===== src/rtl/sort_delay_queue.sv =====
// Timed eject-decision FIFO: holds each nonzero class for its belt travel delay and
// presents it for exactly one cycle when due. Optional late-fire counter: SORT_Q_LATE_CNT_EN.
module sort_delay_queue #(
    parameter int DEPTH     = 8,
    parameter int TW        = 16,
    parameter int MIN_DELAY = 2
) (
    input  logic                       clk,
    input  logic                       rst,
    input  logic                       en,
    input  logic                       det_valid,
    input  logic [1:0]                 det_class,
    input  logic [TW-1:0]              delay_cycles,
    input  logic                       clr_ovf,
    output logic [1:0]                 sigout_class,
    output logic                       fire,
    output logic [$clog2(DEPTH):0]     count,
    output logic                       full,
`ifdef SORT_Q_LATE_CNT_EN
    output logic [15:0]                late_cnt,
`endif
    output logic                       ovf
);
    localparam int AW = $clog2(DEPTH);
    localparam int CW = AW + 1;

    logic [1:0]    r_cls [DEPTH];
    logic [TW-1:0] r_due [DEPTH];
    logic [AW-1:0] r_rd;
    logic [AW-1:0] r_wr;
    logic [CW-1:0] r_count;
    logic [TW-1:0] r_timer;
    logic          r_full;
    logic          r_ovf;
    logic          r_fire;
    logic [1:0]    r_sig;

    logic [TW-1:0] w_eff_delay;
    logic [TW-1:0] w_timer_nx;
    logic [TW-1:0] w_d;
    logic          w_pop;
    logic          w_try_push;
    logic          w_push;
    logic          w_drop;
    logic [CW-1:0] w_count_nx;

    // The head is tested against the timer value of the fire cycle, so the
    // registered output lands exactly on the due cycle; sign of the difference is wrap-safe.
    always_comb begin
        w_eff_delay = (delay_cycles < TW'(MIN_DELAY)) ? TW'(MIN_DELAY) : delay_cycles;
        w_timer_nx  = r_timer + 1'b1;
        w_d         = w_timer_nx - r_due[r_rd];
        w_pop       = en && (r_count != '0) && ($signed(w_d) >= 0);
        w_try_push  = en && det_valid && (det_class != 2'd0);
        w_push      = w_try_push && (!r_full || w_pop);
        w_drop      = w_try_push && r_full && !w_pop;
        w_count_nx  = r_count + CW'(w_push) - CW'(w_pop);
    end

    // NOTE: queue storage carries no reset; occupancy and pointers alone decide validity.
    always_ff @(posedge clk) begin
        if (w_push) begin
            r_cls[r_wr] <= det_class;
            r_due[r_wr] <= r_timer + w_eff_delay;
        end
    end

    // NOTE: all state updates are non-blocking so every register sees pre-edge values.
    always_ff @(posedge clk) begin
        if (rst) begin
            r_timer <= '0;
            r_rd    <= '0;
            r_wr    <= '0;
            r_count <= '0;
            r_full  <= 1'b0;
            r_sig   <= 2'd0;
            r_fire  <= 1'b0;
            r_ovf   <= 1'b0;
        end else begin
            if (!en) begin
                r_rd    <= '0;
                r_wr    <= '0;
                r_count <= '0;
                r_full  <= 1'b0;
                r_sig   <= 2'd0;
                r_fire  <= 1'b0;
            end else begin
                r_timer <= w_timer_nx;
                r_rd    <= r_rd + AW'(w_pop);
                r_wr    <= r_wr + AW'(w_push);
                r_count <= w_count_nx;
                r_full  <= (w_count_nx == CW'(DEPTH));
                r_sig   <= w_pop ? r_cls[r_rd] : 2'd0;
                r_fire  <= w_pop;
            end
            // A coincident drop outranks the clear so no loss goes unreported.
            if (w_drop)
                r_ovf <= 1'b1;
            else if (clr_ovf)
                r_ovf <= 1'b0;
        end
    end

`ifdef SORT_Q_LATE_CNT_EN
    logic [15:0] r_late_cnt;

    always_ff @(posedge clk) begin
        if (rst || clr_ovf)
            r_late_cnt <= '0;
        else if (w_pop && (w_d != '0) && (r_late_cnt != 16'hFFFF))
            r_late_cnt <= r_late_cnt + 16'd1;
    end

    assign late_cnt = r_late_cnt;
`endif

    assign sigout_class = r_sig;
    assign fire         = r_fire;
    assign count        = r_count;
    assign full         = r_full;
    assign ovf          = r_ovf;
endmodule


===== config.mk =====
export PLATFORM = sky130hd
export DESIGN_NAME = sort_delay_queue
export DESIGN_NICKNAME = d
export VERILOG_FILES = /design/src/rtl/sort_delay_queue.sv
export SDC_FILE = /design/constraint.sdc
export NUM_CORES = 1
export LEC_CHECK = 0
export CORE_MARGIN = 2
export CORE_UTILIZATION = 55
export DETAILED_ROUTE_END_ITERATION = 6
export MAX_ROUTING_LAYER = met4
export PLACE_DENSITY_LB_ADDON = 0.15
export SETUP_SLACK_MARGIN = 0.02
export SLEW_MARGIN = 10
export SYNTH_ARGS = -nofsm -noshare
export SYNTH_HDL_FRONTEND = slang
export SYNTH_SLANG_ARGS = --single-unit

===== constraint.sdc =====
create_clock -name clk -period 7.1 [get_ports clk]
set_input_delay 1.42 -clock clk [delete_from_list [all_inputs] [get_ports clk]]
set_output_delay 1.42 -clock clk [all_outputs]
set_load 0.02 [all_outputs]

==> results.yml <==
outcome:
  status: "complete, no violations"
critical_path:
  end_kind: "register"
  r2r_slack_ns: 2.12
  r2r-start: "r_timer[1]"
  worstPathRequired_ns: 7.42
  r2r_cells: 22
  crit_type: "reg -> reg"
  worst_ep_arrival_time_ns: 5.30
  timing.rr.end: "full"
  path_max_fanout: 12
  critPathLaunchType: "register"
floorplanning:
  core.rowCount: 44
  start_util_pct: 55.8
  num_io_pins: 32
  core-area_sq_um: 14400
  dieArea_sq_um: 15600
  die_w_microns: 125
  die_y_microns: 125
grt:
  track_usage_pct: 23.7
  grt_pass1_wl_microns: 26700
  grt-ovfl-total: 0
  antenna_found_initial: 0
  grt_pass1_vias: 4773
  grt_max_degree: 38
route:
  viasPerCell: 6.06
  route.met2.wl_microns: 8160
  detail_route.drc_violations: 0
  wl_met3_microns: 806
  via_count: 4670
  wl_met1_microns: 7720
  wl_microns: 17100
  detail-route-antenna-nets: 0
  drt_first_pass_iters: 5
  wl_per_cell_microns: 22.2
  top_layer: "met4"
  drt-initial-drc-count: 462
worst_hold_path:
  hp-class: "reg -> reg"
  min_to: "r_timer[13]"
  whs_path_depth: 2
  holdCritStartpoint: "r_timer[13]"
cts:
  clock_path_buffers: 2
  htree_levels: 4
  cts_resized: 0
  cts_tree: "done"
  cts_buffers: 17
  path_clk_slew_ns: 0.07
  insertion_delay_ns: 0.43
  cts_setup_buffers: 0
  root_buffer: "clkbuf_16"
  clkSinkCount: 175
  cts_hold_buf: 0
timing:
  slew_headroom_pct: 32.0
  tightest_slew_ns: 1.02
  finalHoldViolations: 0
  finalMaxSlewViolations: 0
  skew_ns: 0.0103
  rsz0062_at_grt: "no"
  final.period_utilization_pct: 70.1
  whs_ns: 0.571
  setup_viol: 0
  fin_setup_tns_ns: 0
  finalCriticalPeriod_ns: 4.98
  fmax_mhz: 201
job:
  drv_cap: 0
cells_and_area:
  diodes: 0
  fin_nets: 638
  drive_gt1_share_pct: 15.9
  syn_to_final_growth_pct: 14.5
yosys:
  synth_most_common_cell: "edfxtp_1"
  yosysWarnings: 0
  syn_nets: 605
  synthArstFlopShare_pct: 0
  ys.flop_type: "edfxtp_1"
  yosysTopAreaCell: "edfxtp_1"
  synth_area_sq_um: 8050
  synth_top_cell_area_share_pct: 53.7
  ys_top_cells_by_count: "edfxtp_1 (144), ha_1 (40), mux4_2 (36), nor2_1 (36), dfxtp_1 (31)"
  synth.area.top_cells: "edfxtp_1 (54%), mux4_2 (10%), dfxtp_1 (7.7%)"
  syn_area_per_cell_sq_um: 14.9
  synth_enable_flop_cells: 144
  synth-seq-cells: 175
  yosys.cell_types.count: 48
  syn-instance-count: 540
  yosysSeqAreaShare_pct: 61.5
power:
  p_leak_nw: 3.13
  vdd_ir_drop_max_v: 0.000192
  power_density_nw_per_um2: 237
placement:
  hpwl_microns: 10800
  port_buffers: 31
  routabilityCongestion: 0.880
[metal layers]
| layer | vias up | track usage [%] |
|---|---|---|
| met5 | - | - |
| met3 | 24 | 5.31 |
| li1 | 2144 | - |
| met1 | 2364 | 31.6 |
| met4 | 0 | 8.63 |
| met2 | 138 | 36.3 |
[cell type report]
class | instances | area [sq um]
flip-flops and latches | 175 | 4950
well taps | 184 | 230
multi-input cells | 318 | 2960
clock buffers | 17 | 425
repair buffers | 44 | 408
clock inverters | 15 | 176
inverters | 17 | 63.8
fillers | 1040 | 5210
[worst max-delay path, cell delays in order (launching register included)]
cell and delay, ns:
dfxtp_1 0.47, ha_1 0.26, nand3_1 0.17, nor3_1 0.69, nand2_1 0.15, xnor2_1 0.17
ha_1 0.32, and4_1 0.20, o211ai_1 0.08, o21bai_1 0.17, and3_1 0.17, mux2i_1 0.17
buf_4 0.26, inv_2 0.09, o21ai_0 0.16, ha_1 0.21, inv_1 0.05, ha_1 0.28
a21o_1 0.19, a21oi_1 0.20, xnor2_1 0.16, nor2_1 0.07, and4b_1 0.18
[how the worst max path moves through the flow]
stage	cells past startpoint	startpoint	endpoint
2_1_floorplan	11	r_rd[0]	r_cls[3][0]
3_3_place_gp	11	delay_cycles[12]	r_due[2][14]
3_5_place_dp	11	delay_cycles[13]	r_due[2][14]
4_1_cts	20	r_rd[0]	full
5_1_grt	22	r_timer[1]	full
6_report	22	r_timer[1]	full
[registers in the layout, summed over array words and instances, names as in the netlist]
register	count
r_due	128
r_cls	16
r_timer	16
count	4
r_rd	3
r_wr	3
sigout_class	2
fire	1
full	1
ovf	1
[metrics by stage]
| step | cell area (sq um) | setup WS, ns | instances | util, % | total power [mW] |
|---|---|---|---|---|---|
| final | 9210 | 2.12 | 770 | 63.9 | 2.19 |
| after detailed placement | 8610 | 2.06 | 738 | 59.7 | 1.27 |
| after global routing | 9210 | 1.62 | 770 | 63.9 | 2.26 |
| after global placement | 8610 | 2.08 | 738 | 59.7 | 1.27 |
| after CTS | 9210 | 2.02 | 770 | 63.9 | 2.20 |
| after floorplan | 8050 | 0.688 | 540 | - | 1.22 |
[logic make-up (layout without fill, tap and decap cells)]
group / count (synthesis) / after routing / synth area share (%)
compound gates: 68 / 68 / 5.63
simple gates: 108 / 108 / 6.50
flops: 175 / 175 / 61.5
fa+ha+maj: 42 / 42 / 6.72
buf+inv: 47 / 93 / 2.33
mux: 56 / 56 / 12.6
xor+xnor: 44 / 44 / 4.79
[report_power, final]
part / total (mW) / internal, mW / switching [mW]
clock network: 0.940 / 0.531 / 0.409
logic: 0.114 / 0.0481 / 0.0658
registers: 1.13 / 1.13 / 0.00747
[cells in the final DEF (no fill, tap or decap), types with 2 or more instances in the layout]
cell type,Yosys,layout
mux4_2,36,36
o21bai_1,3,3
ha_1,40,40
a21oi_1,23,22
inv_6,0,5
nor4_1,4,4
o21ai_0,12,12
clkinv_1,0,2
buf_4,1,13
and2_1,6,6
nand4_1,5,5
o21a_1,4,4
clkinv_4,0,3
clkbuf_16,0,17
bufinv_16,0,2
xor2_1,19,19
nand2_1,21,21
dfxtp_1,31,30
a21o_1,4,4
nor2_1,36,36
xnor2_1,25,25
inv_1,16,16
nor3_1,6,6
nand3_1,12,12
nand2b_1,4,4
fa_1,2,2
inv_8,0,2
a31oi_1,2,2
a2111oi_2,0,6
or3_1,5,5
and4_1,2,2
a211oi_1,2,2
clkdlybuf4s50_1,0,31
and3_1,3,3
edfxtp_1,144,144
mux2i_1,19,19
o211ai_1,3,3
Power figures use the tool's default switching activity.
